### config.mk
export PLATFORM = sky130hd
export DESIGN_NAME = can_crc_sequencer
export DESIGN_NICKNAME = d
export VERILOG_FILES = /design/src/rtl/can_crc_sequencer.sv
export SDC_FILE = /design/constraint.sdc
export NUM_CORES = 1
export LEC_CHECK = 0
export ABC_AREA = 1
export CORE_MARGIN = 1.5
export CORE_UTILIZATION = 45
export DETAILED_ROUTE_END_ITERATION = 10
export PLACE_DENSITY_LB_ADDON = 0.05
export RECOVER_POWER = 50
export SYNTH_ARGS = -nofsm -noshare
export SYNTH_HDL_FRONTEND = slang
export SYNTH_SLANG_ARGS = --single-unit
### constraint.sdc
create_clock -name Clock_TB -period 2.4 [get_ports Clock_TB]
set_clock_uncertainty 0.15 [all_clocks]
set_input_delay 0.48 -clock Clock_TB [delete_from_list [all_inputs] [get_ports Clock_TB]]
set_output_delay 0.48 -clock Clock_TB [all_outputs]
set_load 0.005 [all_outputs]
### src/rtl/can_crc_sequencer.sv
// CAN frame CRC check sequencer: samples the serial bus once per bit time, removes
// stuff bits, drives an external CRC-15 datapath and compares the transmitted CRC.
module can_crc_sequencer #(
    parameter int crc_CLKS_PER_BIT = 10
) (
    input  logic        Clock_TB,
    input  logic        Reset,
    input  logic        Frame_Start,
    input  logic [6:0]  Data_Bits,
    input  logic        Bit_Entrada,
    input  logic [14:0] Crc_Value,
    output logic        Crc_Clear,
    output logic        Shift_En,
    output logic        Shift_Bit,
    output logic        Busy,
    output logic        Done,
    output logic        Crc_Error,
    output logic        Form_Error,
    output logic        Stuff_Error
);

    localparam int CNT_W = (crc_CLKS_PER_BIT > 1) ? $clog2(crc_CLKS_PER_BIT) : 1;
    localparam logic [CNT_W-1:0] TICK_CNT = CNT_W'(crc_CLKS_PER_BIT - 1);

    typedef enum logic [2:0] {
        IDLE,
        FIELD,
        CRC_CMP,
        DELIM,
        FINISH
    } state_t;

    state_t           state_q, state_d;
    logic [CNT_W-1:0] cnt_q, cnt_d;
    logic [6:0]       data_bits_q, data_bits_d;
    logic [6:0]       bit_idx_q, bit_idx_d;
    logic [2:0]       run_q, run_d;
    logic             lvl_q, lvl_d;
    logic             crc_clear_q, crc_clear_d;
    logic             shift_en_q, shift_en_d;
    logic             shift_bit_q, shift_bit_d;
    logic             busy_q, busy_d;
    logic             done_q, done_d;
    logic             crc_err_q, crc_err_d;
    logic             form_err_q, form_err_d;
    logic             stuff_err_q, stuff_err_d;

    logic             tick;
    logic             stuff_bit;
    logic [3:0]       crc_sel;

    always_comb begin
        state_d     = state_q;
        cnt_d       = cnt_q;
        data_bits_d = data_bits_q;
        bit_idx_d   = bit_idx_q;
        run_d       = run_q;
        lvl_d       = lvl_q;
        crc_clear_d = 1'b0;
        shift_en_d  = 1'b0;
        shift_bit_d = 1'b0;
        crc_err_d   = crc_err_q;
        form_err_d  = form_err_q;
        stuff_err_d = stuff_err_q;

        tick      = (cnt_q == TICK_CNT);
        stuff_bit = (run_q == 3'd5);
        crc_sel   = 4'd14 - bit_idx_q[3:0];

        if (state_q != IDLE) begin
            cnt_d = tick ? '0 : cnt_q + CNT_W'(1);
        end

        case (state_q)
            IDLE: begin
                if (Frame_Start && (Data_Bits != 7'd0)) begin
                    state_d     = FIELD;
                    cnt_d       = '0;
                    data_bits_d = Data_Bits;
                    bit_idx_d   = 7'd0;
                    run_d       = 3'd0;
                    lvl_d       = 1'b0;
                    crc_clear_d = 1'b1;
                    crc_err_d   = 1'b0;
                    form_err_d  = 1'b0;
                    stuff_err_d = 1'b0;
                end
            end
            FIELD, CRC_CMP, DELIM: begin
                if (tick) begin
                    // A pending stuff bit is consumed first, even ahead of the delimiter.
                    if (stuff_bit) begin
                        run_d = 3'd1;
                        lvl_d = Bit_Entrada;
                        if (Bit_Entrada == lvl_q) begin
                            stuff_err_d = 1'b1;
                            state_d     = FINISH;
                        end
                    end else if (state_q == DELIM) begin
                        if (!Bit_Entrada) begin
                            form_err_d = 1'b1;
                        end
                        state_d = FINISH;
                    end else begin
                        run_d     = ((run_q != 3'd0) && (Bit_Entrada == lvl_q)) ?
                                    3'(run_q + 3'd1) : 3'd1;
                        lvl_d     = Bit_Entrada;
                        bit_idx_d = bit_idx_q + 7'd1;
                        if (state_q == FIELD) begin
                            shift_en_d  = 1'b1;
                            shift_bit_d = Bit_Entrada;
                            if ((bit_idx_q + 7'd1) == data_bits_q) begin
                                state_d   = CRC_CMP;
                                bit_idx_d = 7'd0;
                            end
                        end else begin
                            if (Bit_Entrada != Crc_Value[crc_sel]) begin
                                crc_err_d = 1'b1;
                            end
                            if (bit_idx_q == 7'd14) begin
                                state_d = DELIM;
                            end
                        end
                    end
                end
            end
            FINISH: begin
                state_d = IDLE;
            end
            default: begin
                state_d = IDLE;
            end
        endcase

        busy_d = (state_d == FIELD) || (state_d == CRC_CMP) || (state_d == DELIM);
        done_d = (state_d == FINISH);
    end

    always_ff @(posedge Clock_TB) begin
        if (Reset) begin
            state_q     <= IDLE;
            cnt_q       <= '0;
            bit_idx_q   <= 7'd0;
            run_q       <= 3'd0;
            crc_clear_q <= 1'b0;
            shift_en_q  <= 1'b0;
            shift_bit_q <= 1'b0;
            busy_q      <= 1'b0;
            done_q      <= 1'b0;
            crc_err_q   <= 1'b0;
            form_err_q  <= 1'b0;
            stuff_err_q <= 1'b0;
        end else begin
            state_q     <= state_d;
            cnt_q       <= cnt_d;
            bit_idx_q   <= bit_idx_d;
            run_q       <= run_d;
            crc_clear_q <= crc_clear_d;
            shift_en_q  <= shift_en_d;
            shift_bit_q <= shift_bit_d;
            busy_q      <= busy_d;
            done_q      <= done_d;
            crc_err_q   <= crc_err_d;
            form_err_q  <= form_err_d;
            stuff_err_q <= stuff_err_d;
        end
    end

    // Frame length and last bus level are only meaningful once a frame is accepted.
    always_ff @(posedge Clock_TB) begin
        data_bits_q <= data_bits_d;
        lvl_q       <= lvl_d;
    end

    assign Crc_Clear   = crc_clear_q;
    assign Shift_En    = shift_en_q;
    assign Shift_Bit   = shift_bit_q;
    assign Busy        = busy_q;
    assign Done        = done_q;
    assign Crc_Error   = crc_err_q;
    assign Form_Error  = form_err_q;
    assign Stuff_Error = stuff_err_q;

endmodule

==> flow_metrics.env, run 1 <==
export IMPL_row_count=24
export IMPL_boundaryPins=34
export IMPL_synth_seq_cells=33
export IMPL_path_max_fanout=4
export IMPL_rsz0062_at_grt="false"
export IMPL_cts_hold_buffers=0
export IMPL_finalPower_mw=1.23
export IMPL_synthXorXnorAreaFrac_pct=1.30
export IMPL_synth_top_family_by_area="simple AND/OR/NAND/NOR gates"
export IMPL_synth_compound_area_share_pct=11.4
export IMPL_synthAdderAreaFrac_pct=3.10
export IMPL_crit_required_ps=2430
export IMPL_setup_violations=0
export IMPL_finalWorstPathRequiredPeriod_ps=2150
export IMPL_ys_seq_area_share_pct=36.7
export IMPL_h_tree_depth=2
export IMPL_cts_tree="done"
export IMPL_grt_pass1_vias=1818
export IMPL_die_w_um=69.9
export IMPL_clock_latency_ps=290
export IMPL_dp_slack_ps=-22.6
export IMPL_syn_num_nets=313
export IMPL_synth_top_area_share_pct=24.8
export IMPL_cp_start_kind="input port"
export IMPL_drive_gt1_share_pct=13.0
export IMPL_syn_area_um2=2020
export IMPL_dp_hpwl_mm=3.56
export IMPL_grt_pass1_wl_mm=8.08
export IMPL_powerDensity_nw_per_um2=491
export IMPL_drtAntennaViolNets=0
export IMPL_start_util_pct=46.6
export IMPL_area_growth_synth_to_final_pct=24.5
export IMPL_cts_sinks=33
export IMPL_track_usage_pct=20.4
export IMPL_place_area_um2=2430
export IMPL_core_area_um2=4320
export IMPL_synth_edff_count=8
export IMPL_cts_reportedPaths_clkPinSlew_ps=60
export IMPL_slew_headroom_pct=52.3
export IMPL_status="finished, final reports clean"
export IMPL_endpoint_kind="flop"
export IMPL_worstPathArrival_ps=2180
export IMPL_synthSimpleGateAreaFrac_pct=38.1
export IMPL_cts_resized_gates=0
export IMPL_drtIter0Drc=112
export IMPL_synthDistinctLibCells=39
export IMPL_fillers=430
export IMPL_ir_drop_v=0.000324
export IMPL_synth_cells=282
export IMPL_grt_max_degree=11
export IMPL_fin_ws_ps=254
export IMPL_route_vias_total=1930
export IMPL_cts_made_buffers=5
export IMPL_syn_area_per_cell_um2=7.15
export IMPL_detail_route_wl_per_cell_um=12.3
export IMPL_drcViolationCount=0
export IMPL_synth_area_leaders="dfxtp_1, nand2_1, edfxtp_1"
export IMPL_crit_type="input port to flop"
export IMPL_finalHoldViolations=0
export IMPL_routed_wl_mm=4.61
export IMPL_yosysMostFrequentCell="nand2_1"
export IMPL_firstDrtPassIters=4
export IMPL_cts_path_max_buffers=2
export IMPL_die_h_um=69.9
export IMPL_drv_slew=0
export IMPL_yosys_top_cells_count="nand2_1, inv_1, nand3_1, dfxtp_1"
export IMPL_ys_async_sr_fraction_pct=0
export IMPL_antenna_cells=0
export IMPL_port_buffers=33
export IMPL_period_share_pct=89.4
export IMPL_viasPerCell=5.13
export IMPL_synth_top_area_cell="dfxtp_1"
export IMPL_timing_hold_ws_ps=309
export IMPL_fmax_mhz=466
export IMPL_cts_setup_buffers=0
export IMPL_drv_cap=0
export IMPL_fin_nets=354
export IMPL_yosys_most_used_dff="dfxtp_1"
export IMPL_clockRootBuffer="clkbuf_8"
export IMPL_postLayoutCellArea_um2=2510
export IMPL_cellLeakagePower_nw=1.08
export IMPL_grt_overflow=0
export IMPL_tightest_slew_ps=710
export IMPL_hold_path_class="flop to flop"
export IMPL_fp_dieArea_um2=4890
export IMPL_synthMuxAreaShare_pct=0.497
export IMPL_yosys_warnings=0
export IMPL_finalWeightedCongestion=0.886
export IMPL_antenna_found_initial=0
placed cells by master (no fill, tap or decap), types with 2 or more instances in the layout:
master           Yosys  layout
a211oi_1             3       3
a21oi_1             21      21
buf_4                1       6
clkbuf_8             0       5
clkdlybuf4s50_1      0      22
clkinv_2             0       2
dfxtp_1             25      25
dlygate4sd3_1        0      11
edfxtp_1             8       8
ha_1                 5       5
inv_1               33      33
inv_2                6       6
nand2_1             78      78
nand2_2              5       5
nand2_4              2       2
nand3_1             28      28
nand3_2              4       4
nand4_1              3       3
nor2_1              21      21
nor2_2               3       3
nor2_4               4       4
nor2_8               2       2
nor3_1               3       4
o21ai_0              5       5
xor2_1               2       2
critical path, stage by stage:
cell and delay (ps):
dlygate4sd3_1 540, nor2_1 130, nand2_1 70, nor3_1 150, nor2_1 80, nor2_1 130
inv_1 140, nand3_2 120, inv_2 60, nand2_1 70, xor2_1 150, nor2_1 50
final timing paths:
check,startpoint,end,slack [ps],cells after the start
max,Data_Bits[2],run_q[2],250,12
min,Form_Error,Form_Error,310,2
max reg2reg,cnt_q[0],bit_idx_q[6],270,10
min reg2reg,Form_Error,Form_Error,310,2
through the flow:
stage               TNS (ps)  utilization [%]  std cells
floorplan                  0                -        282
global placement           0             56.2        368
detailed placement     -22.6             56.2        368
CTS                        0             58.1        376
global route               0             58.0        376
finish                     0             58.0        376
layer usage:
layer	vias to the layer above	part of all wire [%]	track usage, %
met2	42	44	31.9
met3	5	5.9	5.05
met5	-	0	0
li1	1004	-	-
met4	0	1.2	7.48
met1	879	49	27.4
kinds of logic (layout without fill, tap and decap cells):
group	Yosys count	count (layout)
simple gates	156	156
buf+inv	45	87
compound gates	39	39
flops	33	33
fa+ha+maj	5	5
xor+xnor	3	3
mux	1	1
flip-flops by register name (all words and copies together), names as in the netlist:
signal and flops:
Stuff_Error 1, lvl_q 1, Shift_En 1, Crc_Clear 1
data_bits_q 7, state_q 3, Form_Error 1, run_q 3
Crc_Error 1, bit_idx_q 7, Shift_Bit 1, Done 1
cnt_q 4, Busy 1
area by class of cell:
| class | count | area [um^2] | area share (%) |
|---|---|---|---|
| clock buffers | 6 | 72.6 | 2.89 |
| clock inverters | 2 | 10.0 | 0.399 |
| inverters | 40 | 155 | 6.18 |
| multi-input cells | 204 | 1090 | 43.4 |
| flip-flops and latches | 33 | 741 | 29.5 |
| well taps | 52 | 65.1 | 2.59 |
| repair buffers | 39 | 375 | 15.0 |
report_power, final:
| part | switching [mW] | leakage, nW | total, mW | internal (mW) |
|---|---|---|---|---|
| clock | 0.203 | 0.0450 | 0.403 | 0.201 |
| combinational | 0.121 | 0.758 | 0.222 | 0.100 |
| sequential | 0.0141 | 0.280 | 0.606 | 0.592 |
Power figures use the tool's default switching activity.
==> inputs of run 2 (changes only) <==
--- a/config.mk
+++ b/config.mk
@@ -6,11 +6,14 @@
 export NUM_CORES = 1
 export LEC_CHECK = 0
 export ABC_AREA = 1
+export CELL_PAD_IN_SITES_DETAIL_PLACEMENT = 0
+export CELL_PAD_IN_SITES_GLOBAL_PLACEMENT = 1
 export CORE_MARGIN = 1.5
-export CORE_UTILIZATION = 45
+export CORE_UTILIZATION = 34
 export DETAILED_ROUTE_END_ITERATION = 10
 export PLACE_DENSITY_LB_ADDON = 0.05
 export RECOVER_POWER = 50
 export SYNTH_ARGS = -nofsm -noshare
 export SYNTH_HDL_FRONTEND = slang
 export SYNTH_SLANG_ARGS = --single-unit
+export TNS_END_PERCENT = 30
==> flow_metrics.env, run 2 (synthesis results as in run 1) <==
export IMPL_dp_hpwl_mm=3.76
export IMPL_layout_commonest_cell="nand2_1"
export IMPL_p_int_mw=1.03
export IMPL_setup_violations=0
export IMPL_area_growth_synth_to_final_pct=27.3
export IMPL_layout_common_cells="nand2_1, inv_1, nand3_1"
export IMPL_worstPathArrival_ps=2250
export IMPL_h_tree_depth=2
export IMPL_drv_cap=0
export IMPL_rsz0062_at_grt="false"
export IMPL_wl_met3_um=281
export IMPL_clock_latency_ps=290
export IMPL_multi_input_area_um2=1090
export IMPL_clkPwrFrac_pct=40.1
export IMPL_tightest_slew_ps=427
export IMPL_port_buffers=33
export IMPL_powerDensity_nw_per_um2=538
export IMPL_highest_layer="met4"
export IMPL_route_vias_total=1842
export IMPL_cp_num_buf_inv=2
export IMPL_crit_required_ps=2480
export IMPL_reg2reg_slack_ps=230
export IMPL_drive_gt1_share_pct=13.0
export IMPL_boundaryPins=34
export IMPL_detail_route_wl_per_cell_um=12.5
export IMPL_start_util_pct=35.9
export IMPL_fin_nets=353
export IMPL_finalPower_mw=1.38
export IMPL_clockRootBuffer="clkbuf_8"
export IMPL_slowest_stage="ha_1"
export IMPL_cts_sinks=33
export IMPL_drt_met1_wl_mm=2.44
export IMPL_finalHoldViolations=0
export IMPL_ir_drop_v=0.000247
export IMPL_cts_reportedPaths_clkPinSlew_ps=70
export IMPL_grt_pass1_wl_mm=8.49
export IMPL_antenna_found_initial=0
export IMPL_cp_cell_sequence="inv_1 > ha_1 > inv_1 > nand2_1 > nand2_1 > nand3_2 > nor2_1 > nand3_1 > nor2_2 > nand2_4 > nand2_2 > nand2_1 > nand3_2 > nand3_2 > a21oi_2"
export IMPL_fin_ws_ps=234
export IMPL_final_util_pct=45.7
export IMPL_routed_wl_mm=4.92
export IMPL_cellLeakagePower_nw=1.09
export IMPL_cts_resized_gates=0
export IMPL_slowest_delay_ps=390
export IMPL_switching_share_pct=25.5
export IMPL_period_share_pct=90.3
export IMPL_core_area_um2=5610
export IMPL_row_count=27
export IMPL_antenna_cells=0
export IMPL_cts_hold_buffers=0
export IMPL_largestRegisters="bit_idx_q: 7 flops, data_bits_q: 7 flops, cnt_q: 4 flops"
export IMPL_cts_path_max_buffers=2
export IMPL_routed_wl_met2_mm=2.15
export IMPL_seq_area_um2=741
export IMPL_die_w_um=80.0
export IMPL_cts_setup_buffers=0
export IMPL_drcViolationCount=0
export IMPL_dp_slack_ps=-6.51
export IMPL_slew_headroom_pct=71.3
export IMPL_tns_ps=0
export IMPL_cts_made_buffers=5
export IMPL_p_sw_uw=352
export IMPL_drv_slew=0
export IMPL_fmax_mhz=462
export IMPL_firstDrtPassIters=4
export IMPL_grt_max_degree=11
export IMPL_seq_power_share_pct=43.9
export IMPL_finalWeightedCongestion=0.823
export IMPL_fp_dieArea_um2=6400
export IMPL_crit_type="flop to flop"
export IMPL_drtIter0Drc=96
export IMPL_drtAntennaViolNets=0
export IMPL_timing_hold_ws_ps=313
export IMPL_path_max_fanout=9
export IMPL_endpoint_kind="flop"
export IMPL_grt_overflow=0
export IMPL_viasPerCell=4.66
export IMPL_track_usage_pct=17.3
export IMPL_cp_start_kind="flop"
export IMPL_status="finished, final reports clean"
export IMPL_hold_path_class="flop to flop"
export IMPL_grt_pass1_vias=1782
export IMPL_p_comb_share_pct=16.0
export IMPL_cp_top_family="simple AND/OR/NAND/NOR gates"
export IMPL_finalWorstPathRequiredPeriod_ps=2170
export IMPL_fillers=593
export IMPL_cts_tree="done"
export IMPL_die_h_um=80.0
[run 2: path summary, 6_finish.rpt]
kind	start	to	cells after the start
worst min register to register	Form_Error	Form_Error	2
worst min-delay path	Form_Error	Form_Error	2
worst max-delay path	bit_idx_q[0]	Busy	15
worst max register to register	bit_idx_q[0]	Busy	15
[run 2: power groups by stage]
stage	sequential, mW	clock, mW	combinational, mW
after floorplan	0.616	0	0.134
after global routing	0.608	0.587	0.253
after global placement	0.619	0	0.226
final	0.606	0.554	0.220
after CTS	0.606	0.573	0.227
after detailed placement	0.619	0	0.225
[run 2: through the flow]
step,cell area [um^2],std cells
final,2560,395
after global routing,2560,395
after detailed placement,2450,387
after global placement,2450,387
after CTS,2560,395
after floorplan,2020,282
[run 2: routing by layer]
metal	vias to the layer above	GRT usage, %
met4	0	5.17
li1	998	-
met1	797	24.0
met2	41	26.8
met5	-	0
met3	6	3.77
[run 2: final cells by class]
| type | count | area share (%) |
|---|---|---|
| well taps | 72 | 3.51 |
| multi-input cells | 204 | 42.7 |
| flip-flops and latches | 33 | 28.9 |
| clock buffers | 7 | 3.37 |
| inverters | 40 | 6.05 |
| repair buffers | 38 | 14.3 |
| clock inverters | 1 | 1.17 |
[run 2: worst min-delay path: cells and delay by family, from the launching register on]
kind / cells / cell delay, ps
AOI/OAI and AO/OA: 1 / 50
and+or+nand+nor: 1 / 60
DFF: 1 / 310
